$ cat config.mk
export PLATFORM = sky130hd
export DESIGN_NAME = disp_scan_mux_flat
export DESIGN_NICKNAME = d
export VERILOG_FILES = /design/src/rtl/disp_pkg.sv /design/src/rtl/disp_scan_mux_if.sv /design/src/rtl/disp_refresh_tick.sv /design/src/rtl/disp_scan_mux.sv /design/src/flat_wrapper.sv
export SDC_FILE = /design/constraint.sdc
export NUM_CORES = 1
export LEC_CHECK = 0
export BUFFER_PORTS_ARGS = -buffer_cell sky130_fd_sc_hd__buf_2
export CAP_MARGIN = 20
export CORE_MARGIN = 3
export CORE_UTILIZATION = 23
export DETAILED_ROUTE_END_ITERATION = 6
export GPL_TIMING_DRIVEN = 0
export REMOVE_ABC_BUFFERS = 1
export SETUP_SLACK_MARGIN = 0.02
export SYNTH_ARGS = -nofsm -noshare
export SYNTH_HDL_FRONTEND = slang
export SYNTH_SLANG_ARGS = --single-unit
$ cat constraint.sdc
create_clock -name clk -period 2.08 [get_ports clk]
set_input_delay 0.52 -clock clk [delete_from_list [all_inputs] [get_ports clk]]
set_output_delay 0.52 -clock clk [all_outputs]
set_load 0.02 [all_outputs]
$ cat src/rtl/disp_pkg.sv
// Shared constants and types for the display scan multiplexer.
//   ALPH_DASH / ALPH_P : glyph codes beyond the hex range
//   NUM_DIGITS         : digits on the display
//   state_t            : display mode FSM encoding
package disp_pkg;

  localparam int unsigned ALPH_W     = 5;
  localparam int unsigned NUM_DIGITS = 4;
  localparam int unsigned DIG_W      = $clog2(NUM_DIGITS);
  localparam int unsigned WORD_W     = 16;

  localparam logic [ALPH_W-1:0] ALPH_DASH = 5'd17;
  // Reserved glyph, not generated by this revision.
  localparam logic [ALPH_W-1:0] ALPH_P    = 5'd16;

  typedef enum logic [1:0] {
    IDLE = 2'd0,
    SHOW = 2'd1,
    WAIT = 2'd2
  } state_t;

endpackage

$ cat src/rtl/disp_scan_mux_if.sv
// Bus between the cipher front end and the display scanner.
//   load/word_in/busy : driven by the master (cipher side)
//   alph/anode        : driven by the slave (scanner), toward the 7-seg driver
interface disp_scan_mux_if;
  import disp_pkg::*;

  logic                  load;
  logic [WORD_W-1:0]     word_in;
  logic                  busy;
  logic [ALPH_W-1:0]     alph;
  logic [NUM_DIGITS-1:0] anode;

  modport master (output load, output word_in, output busy,
                  input  alph, input  anode);
  modport slave  (input  load, input  word_in, input  busy,
                  output alph, output anode);
endinterface

$ cat src/rtl/disp_refresh_tick.sv
// Free-running prescaler: cnt counts 0..REFRESH_DIV-1 and wraps; tick marks
// the last count of each digit slot.
//   clk, rst : clock, synchronous active-high reset
//   cnt      : current count within the slot
//   tick     : high while cnt == REFRESH_DIV-1
module disp_refresh_tick #(
  parameter  int unsigned REFRESH_DIV = 100000,
  localparam int unsigned CNT_W       = $clog2(REFRESH_DIV)
) (
  input  logic             clk,
  input  logic             rst,
  output logic [CNT_W-1:0] cnt,
  output logic             tick
);

  assign tick = (cnt == CNT_W'(REFRESH_DIV - 1));

  // Slot counter
  always_ff @(posedge clk) begin
    if (rst) begin
      cnt <= '0;
    end else if (tick) begin
      cnt <= '0;
    end else begin
      cnt <= cnt + CNT_W'(1);
    end
  end

endmodule

$ cat src/rtl/disp_scan_mux.sv
// Four-digit 7-segment scan multiplexer for the cipher result display.
// Shows the latched word as hex, or dashes while idle / while the core is busy.
//   clk, rst : clock, synchronous active-high reset
//   bus      : slave side -- load/word_in/busy in, alph/anode out (registered)
module disp_scan_mux
  import disp_pkg::*;
#(
  parameter  int unsigned REFRESH_DIV = 100000,
  parameter  int unsigned BLANK_CYC   = 4,
  localparam int unsigned CNT_W       = $clog2(REFRESH_DIV)
) (
  input  logic          clk,
  input  logic          rst,
  disp_scan_mux_if.slave bus
);

  logic [CNT_W-1:0]      cnt;
  logic                  tick;
  logic [DIG_W-1:0]      dig;
  state_t                state;
  state_t                state_nxt;
  logic [WORD_W-1:0]     word_q;
  logic                  blank;
  logic [ALPH_W-1:0]     alph_c;
  logic [NUM_DIGITS-1:0] anode_c;
  logic [3:0]            nibble;

  disp_refresh_tick #(.REFRESH_DIV(REFRESH_DIV)) u_tick (
    .clk  (clk),
    .rst  (rst),
    .cnt  (cnt),
    .tick (tick)
  );

  // Digit select advances once per slot, never stalled by the cipher side
  always_ff @(posedge clk) begin
    if (rst) begin
      dig <= '0;
    end else if (tick) begin
      dig <= dig + DIG_W'(1);
    end
  end

  // Result latch; loads arriving while busy are dropped
  always_ff @(posedge clk) begin
    if (rst) begin
      word_q <= '0;
    end else if (bus.load && !bus.busy) begin
      word_q <= bus.word_in;
    end
  end

  // FSM state register
  always_ff @(posedge clk) begin
    if (rst) begin
      state <= IDLE;
    end else begin
      state <= state_nxt;
    end
  end

  // FSM next state: busy overrides everything
  always_comb begin
    state_nxt = state;
    if (bus.busy) begin
      state_nxt = WAIT;
    end else begin
      unique case (state)
        WAIT:       state_nxt = bus.load ? SHOW : IDLE;
        IDLE, SHOW: state_nxt = bus.load ? SHOW : state;
        default:    state_nxt = IDLE;
      endcase
    end
  end

  // Anti-ghosting window at the start of each slot
  if (BLANK_CYC == 0) begin : g_no_blank
    assign blank = 1'b0;
  end else begin : g_blank
    assign blank = (cnt < CNT_W'(BLANK_CYC));
  end

  assign nibble = word_q[{dig, 2'b00} +: 4];

  // FSM output decode: glyph and digit enable for the current slot
  always_comb begin
    alph_c  = ALPH_DASH;
    anode_c = '1;
    if (state == SHOW) begin
      alph_c = {1'b0, nibble};
    end
    if (!blank) begin
      anode_c = ~(NUM_DIGITS'(1) << dig);
    end
  end

  // Output registers
  always_ff @(posedge clk) begin
    if (rst) begin
      bus.alph  <= ALPH_DASH;
      bus.anode <= '1;
    end else begin
      bus.alph  <= alph_c;
      bus.anode <= anode_c;
    end
  end

endmodule

$ cat src/flat_wrapper.sv
// flat-port wrapper written by rule: the top's interface ports become plain ports
module disp_scan_mux_flat import disp_pkg::*;
#(
  parameter  int unsigned REFRESH_DIV = 100000,
  parameter  int unsigned BLANK_CYC   = 4,
  localparam int unsigned CNT_W       = $clog2(REFRESH_DIV)
)
  (clk, rst, bus_load, bus_word_in, bus_busy, bus_alph, bus_anode);
  disp_scan_mux_if bus_i ();
  input  logic clk;
  input  logic rst;
  input wire logic [$bits(bus_i.load)-1:0] bus_load;
  input wire logic [$bits(bus_i.word_in)-1:0] bus_word_in;
  input wire logic [$bits(bus_i.busy)-1:0] bus_busy;
  output wire logic [$bits(bus_i.alph)-1:0] bus_alph;
  output wire logic [$bits(bus_i.anode)-1:0] bus_anode;
  assign bus_i.load = bus_load;
  assign bus_i.word_in = bus_word_in;
  assign bus_i.busy = bus_busy;
  assign bus_alph = bus_i.alph;
  assign bus_anode = bus_i.anode;
  disp_scan_mux #(.REFRESH_DIV(REFRESH_DIV), .BLANK_CYC(BLANK_CYC)) u_core (.clk(clk), .rst(rst), .bus(bus_i));
endmodule
==> flow_summary.yaml, run 1 <==
status:
  status: "finished clean"
sta:
  finalClockSkew_ns: 0.009112
  timing.max_slew.rel_slack_pct: 47.13
  finalHoldWorstSlack_ns: 0.4249
  timing.fmax_ghz: 0.5546
  final.min_clock_period_ns: 1.803
  setup_violations: 0
  fin_tns_setup_ns: 0
  rsz0062_at_grt: "no"
  fin_crit_sh_pct: 86.69
  timing.final.hold_violations: 0
  tightest_slew_ns: 0.7903
  number_of_pins_with_negative_max_slew_slack_in_the_final_report: 0
power:
  p_leak_nw: 0.7936
  vdd_ir_drop_max_v: 0.0002448
  p_sw_share_pct: 20.66
  internal_power_component_mw: 1.302
  p_comb_share_pct: 5.4
  total_power_mw: 1.641
  pwr_density_cell_mw_per_mm2: 740.7
  power.clock.fraction_pct: 38.9
  seqPwrFrac_pct: 55.8
  p_sw_mw: 0.3391
clock_network:
  worst_skew_pair.late_latency_ns: 0.29
  cts.clk_slew.worst_paths_ns: 0.08
  cts_buffer_depth: 2
  cts_made_buffers: 5
  tritoncts: "yes"
  cts.sink_count: 46
  cts_htree_levels: 2
  cts_post_setup_buffers_inserted: 0
  ctsResizeCount: 0
  cts_hold_buffers: 0
  cts_root_buffer: "sky130_fd_sc_hd__clkbuf_8"
floorplanning:
  fp.coreArea_mm2: 0.007807
  boundaryPins: 29
  fp-row-count: 32
  start_util_pct: 23.97
  die-area_mm2: 0.009256
  die-height_um: 96.21
  dieWidth_um: 96.21
yosys:
  synth_largest_type_area_fraction_pct: 49.20
  yosys_warnings: 0
  synthFlopType: "sky130_fd_sc_hd__dfxtp_1"
  synth_top_family_by_area: "simple AND/OR/NAND/NOR gates"
  complex_gate_fraction_of_the_synthesized_area_pct: 6.217
  synth_area_per_cell_um2: 9.086
  synth.area.top_cells: "sky130_fd_sc_hd__dfxtp_1 49%, sky130_fd_sc_hd__nand2_1 8.4%, sky130_fd_sc_hd__xnor2_1 6.6%, sky130_fd_sc_hd__mux4_2 4.8%, sky130_fd_sc_hd__nor2_1 4.6%"
  asyncSetResetFlopFracSynth_pct: 0
  ys_ff_latch: 46
  post_synth_fa_ha_maj_area_fraction_pct: 3.342
  yosys.area_share.simple_pct: 23.93
  synth_seq_area_share_pct: 49.20
  yosys.area.top_type: "sky130_fd_sc_hd__dfxtp_1"
  synth_edf_count: 0
  mappedNetlistArea_mm2: 0.001872
  synthXorXnorAreaFrac_pct: 7.019
  netlist-cell-type-count: 23
  post_synth_mux_area_share_pct: 6.484
  synth_cells: 206
critical_path:
  timing.reg2reg.setup_slack_ns: 0.28
  timing.setup.critical_path_class: "register to register"
  worst_r2r_endpoint: "u_core.u_tick.cnt[5]"
  required_ns: 2.23
  top_fanout_value_on_the_critical_path: 15
  endpoint_kind: "register"
  worst_r2r_startpoint: "u_core.u_tick.cnt[0]"
  critPathLaunchType: "register"
  critPathArrivalTime_ns: 1.95
  worst-r2r-cell-count: 4
worst_hold_path:
  worstHoldPathCells: 2
  holdCritPathClass: "input pin to register"
  min_delay_worst_endpoint: "u_core.state[0]"
  hold_path_startpoint: "bus_busy"
detailed_routing:
  vias: 1411
  route.antenna.remaining_nets: 0
  wl_per_cell_um: 10.50
  drt-vias-per-instance: 4.187
  dr.pass1.iters: 4
  drt-total-wl_um: 3537
  number_of_remaining_drc_errors: 0
  detail_route.iter0.violations: 46
global_route:
  grt_pass1_vias: 1294
  first_pass_grt_wire_length_um: 5761
  grt_overflow: 0
  grt_antenna_before_repair: 0
  grt_start_max_net_pins: 25
  groute.usage.overall_pct: 8.163
place:
  detailed_place_hpwl_um: 2541
  gp_routability_congestion: 0.7064
  port_buffers: 28
finish:
  n_fill_cell: 829
  area.growth.synth_to_final_pct: 18.38
  register_area_um2: 920.9
  final_nets: 259
  multi_input_combinational_cell_area_um2: 879.6
  antenna-diode-count: 0
  layout-drive-gt1-share_pct: 18.72
job:
  cap_violations: 0
==> through the flow <==
| step | instances | area [µm²] | setup slack (ns) | utilization (%) |
|---|---|---|---|---|
| detailed placement | 328 | 2102 | 0.1763 | 26.92 |
| global placement | 328 | 2102 | 0.1603 | 26.92 |
| floorplan | 198 | 1834 | 0.4566 | - |
| finish | 337 | 2216 | 0.2768 | 28.38 |
| CTS | 336 | 2208 | 0.1599 | 28.29 |
| global route | 337 | 2216 | 0.05429 | 28.38 |
==> power by group through the flow <==
stage | sequential [mW] | clock [mW] | combinational [mW]
after CTS | 0.916 | 0.653 | 0.0889
after global placement | 0.936 | 0 | 0.0869
final | 0.915 | 0.638 | 0.0879
after global routing | 0.919 | 0.692 | 0.100
after floorplan | 0.936 | 0 | 0.0473
after detailed placement | 0.937 | 0 | 0.0887
==> Yosys cell counts, types with 2 or more instances <==
| library cell | instances |
|---|---|
| sky130_fd_sc_hd__a21oi_1 | 16 |
| sky130_fd_sc_hd__nand2_1 | 42 |
| sky130_fd_sc_hd__nor2b_1 | 5 |
| sky130_fd_sc_hd__mux4_2 | 4 |
| sky130_fd_sc_hd__nand3_1 | 6 |
| sky130_fd_sc_hd__nor4_1 | 6 |
| sky130_fd_sc_hd__xnor2_1 | 14 |
| sky130_fd_sc_hd__clkbuf_1 | 7 |
| sky130_fd_sc_hd__nand4_1 | 6 |
| sky130_fd_sc_hd__nor4_2 | 2 |
| sky130_fd_sc_hd__nor2_1 | 23 |
| sky130_fd_sc_hd__dfxtp_1 | 46 |
| sky130_fd_sc_hd__ha_1 | 5 |
| sky130_fd_sc_hd__nor3_1 | 6 |
| sky130_fd_sc_hd__inv_1 | 9 |
| sky130_fd_sc_hd__mux2i_1 | 2 |
==> worst max path at each step <==
stage | startpoint | end | slack, ns | cells past startpoint
final | u_core.u_tick.cnt[0] | u_core.u_tick.cnt[5] | 0.28 | 4
after global placement | u_core.u_tick.cnt[8] | u_core.u_tick.cnt[14] | 0.16 | 4
after detailed placement | u_core.u_tick.cnt[8] | u_core.u_tick.cnt[14] | 0.18 | 4
after global routing | u_core.u_tick.cnt[12] | u_core.u_tick.cnt[6] | 0.05 | 4
after CTS | u_core.u_tick.cnt[8] | u_core.u_tick.cnt[14] | 0.16 | 4
after floorplan | u_core.u_tick.cnt[8] | u_core.u_tick.cnt[10] | 0.46 | 4
==> critical path: stages, from the launching register on <==
cell and delay, ns:
sky130_fd_sc_hd__dfxtp_1 0.37, sky130_fd_sc_hd__ha_1 0.22, sky130_fd_sc_hd__nand4_1 0.19, sky130_fd_sc_hd__o41ai_4 0.76, sky130_fd_sc_hd__nor2_1 0.11
==> final cells by class <==
cell class | count | area share [%]
inverters | 9 | 1.525
repair buffers | 29 | 6.663
clock inverters | 1 | 1.355
well taps | 102 | 5.759
multi-input cells | 143 | 39.70
clock buffers | 7 | 3.444
flip-flops and latches | 46 | 41.56
==> sequential cells by signal (all words and copies together), names as in the netlist <==
name / flops
u_core.word_q: 16
u_core.state: 2
u_core.bus.anode: 4
u_core.u_tick.cnt: 17
u_core.dig: 2
u_core.bus.alph: 5
==> per-layer routing <==
layer | global-route usage [%] | up-vias | wire length [µm]
met5 | 0 | - | 0
met4 | 5.095 | 0 | 80
met2 | 12.36 | 20 | 1623
met3 | 2.893 | 4 | 168
met1 | 9.785 | 649 | 1664
li1 | - | 738 | -
==> cells by family after synthesis <==
kind of cell    after synthesis
flops                        46
mux                           7
fa+ha+maj                     5
compound gates               18
buf+inv                      17
simple gates                 98
xor+xnor                     15
==> cells in the final DEF, fill, tap and decap left out, types with 6 or more instances in the layout <==
| cell | count |
|---|---|
| sky130_fd_sc_hd__nand2_1 | 42 |
| sky130_fd_sc_hd__nor3_1 | 6 |
| sky130_fd_sc_hd__xnor2_1 | 14 |
| sky130_fd_sc_hd__buf_2 | 28 |
| sky130_fd_sc_hd__nand4_1 | 6 |
| sky130_fd_sc_hd__nand3_1 | 6 |
| sky130_fd_sc_hd__dfxtp_1 | 46 |
| sky130_fd_sc_hd__nor4_1 | 6 |
| sky130_fd_sc_hd__a21oi_1 | 16 |
| sky130_fd_sc_hd__nor2_1 | 23 |
| sky130_fd_sc_hd__inv_1 | 9 |
(Power assumes the default switching activity.)
==> run 2: changes to the inputs <==
RECOVER_POWER = 50   (was unset)
==> flow_summary.yaml, run 2 (synthesis gave the netlist of run 1 again) <==
status:
  status: "finished clean"
finish:
  n_fill_cell: 831
  regMostFlops: "u_core.u_tick.cnt"
  register_area_um2: 920.9
  layout.cells.most_common_list: "46 x sky130_fd_sc_hd__dfxtp_1, 42 x sky130_fd_sc_hd__nand2_1, 23 x sky130_fd_sc_hd__nor2_1, 23 x sky130_fd_sc_hd__buf_2, 16 x sky130_fd_sc_hd__a21oi_1"
  multi_input_combinational_cell_area_um2: 879.6
  antenna-diode-count: 0
  final_nets: 259
  layout-drive-gt1-share_pct: 16.60
  final_cell_count_no_fill: 337
  max_ffs_per_register: 17
  mostFrequentLayoutCell: "sky130_fd_sc_hd__dfxtp_1"
  reg.largest.list: "u_core.u_tick.cnt x17, u_core.word_q x16, u_core.bus.alph x5"
  area.growth.synth_to_final_pct: 18.05
detailed_routing:
  detail_route.iter0.violations: 46
  wl_per_cell_um: 10.52
  vias: 1409
  drt-total-wl_um: 3545
  route.antenna.remaining_nets: 0
  drt-vias-per-instance: 4.181
  number_of_remaining_drc_errors: 0
  dr.pass1.iters: 4
sta:
  final.min_clock_period_ns: 1.804
  tightest_slew_ns: 1.059
  timing.final.hold_violations: 0
  timing.max_slew.rel_slack_pct: 29.38
  fin_tns_setup_ns: 0
  setup_violations: 0
  number_of_pins_with_negative_max_slew_slack_in_the_final_report: 0
  rsz0062_at_grt: "no"
  finalClockSkew_ns: 0.009112
  fin_crit_sh_pct: 86.71
  timing.fmax_ghz: 0.5544
global_route:
  grt_start_max_net_pins: 25
  groute.usage.overall_pct: 8.163
  grt_pass1_vias: 1294
  grt_overflow: 0
  grt_antenna_before_repair: 0
  first_pass_grt_wire_length_um: 5761
critical_path:
  critPathSlowestCell: "sky130_fd_sc_hd__o41ai_4"
  critPathLaunchType: "register"
  top_fanout_value_on_the_critical_path: 15
  worstPathCellList: "ha_1, nand4_1, o41ai_4, nor2_1"
  worst_path_dominant_cell_family: "compound AO/OA/AOI/OAI gates"
  cp.buffers_inverters: 0
  endpoint_kind: "register"
  max_stage_delay_ns: 0.76
  timing.setup.critical_path_class: "register to register"
  critPathArrivalTime_ns: 1.95
  required_ns: 2.23
place:
  port_buffers: 28
  placedCellCount: 328
  detailed_place_hpwl_um: 2541
  gp_routability_congestion: 0.7064
clock_network:
  cts_buffer_depth: 2
  cts_htree_levels: 2
  cts_hold_buffers: 0
  cts.sink_count: 46
  tritoncts: "yes"
  cts.clk_slew.worst_paths_ns: 0.08
  ctsResizeCount: 0
  cts_root_buffer: "sky130_fd_sc_hd__clkbuf_8"
  worst_skew_pair.late_latency_ns: 0.29
  cts_made_buffers: 5
  cts_post_setup_buffers_inserted: 0
floorplanning:
  fp.coreArea_mm2: 0.007807
  boundaryPins: 29
  start_util_pct: 23.97
  die-height_um: 96.21
  die-area_mm2: 0.009256
  fp-row-count: 32
  dieWidth_um: 96.21
power:
  pwr_density_cell_mw_per_mm2: 742.7
  p_leak_nw: 0.7864
  vdd_ir_drop_max_v: 0.0002448
job:
  cap_violations: 0
worst_hold_path:
  holdCritPathClass: "input pin to register"
## run 2: final timing paths
check	slack, ns	depth (start not counted)	end	startpoint
worst max-delay path	0.28	4	u_core.u_tick.cnt[3]	u_core.u_tick.cnt[0]
worst min-delay path	0.42	2	u_core.state[0]	bus_busy
worst max register to register	0.28	4	u_core.u_tick.cnt[3]	u_core.u_tick.cnt[0]
worst min register to register	0.45	2	u_core.word_q[14]	u_core.word_q[14]
## run 2: cell type report
| type | count | share of cell area [%] |
|---|---|---|
| sequential | 46 | 41.68 |
| multi-input combinational | 143 | 39.81 |
| timing repair buffer | 29 | 6.399 |
| tap | 102 | 5.776 |
| clock buffer | 7 | 3.454 |
| inverter | 9 | 1.529 |
| clock inverter | 1 | 1.359 |
## run 2: where the power goes
group | total, mW | internal, mW | switching, mW
Sequential | 0.916 | 0.903 | 0.0126
Clock | 0.638 | 0.360 | 0.278
Combinational | 0.0876 | 0.0394 | 0.0483
Total | 1.64 | 1.30 | 0.339
## run 2: layer usage
| layer | vias to the layer above | global-route usage [%] | share of wire (%) | wire (µm) |
|---|---|---|---|---|
| met1 | 647 | 9.785 | 47 | 1669 |
| met2 | 20 | 12.36 | 46 | 1623 |
| met3 | 4 | 2.893 | 4.9 | 172 |
| met5 | - | 0 | 0 | 0 |
| li1 | 738 | - | - | - |
| met4 | 0 | 5.095 | 2.3 | 80 |
## run 2: metrics by stage
stage / instance area (µm²) / util (%) / setup slack, ns / power, mW / hold slack, ns
after global placement: 2102 / 26.92 / 0.1603 / 1.023 / 0.4425
final: 2210 / 28.30 / 0.2763 / 1.641 / 0.4249
after detailed placement: 2102 / 26.92 / 0.1763 / 1.025 / 0.4456
after CTS: 2208 / 28.29 / 0.1599 / 1.658 / 0.4150
after floorplan: 1834 / - / 0.4566 / 0.9835 / 0.4271
after global routing: 2210 / 28.30 / 0.05429 / 1.710 / 0.4189
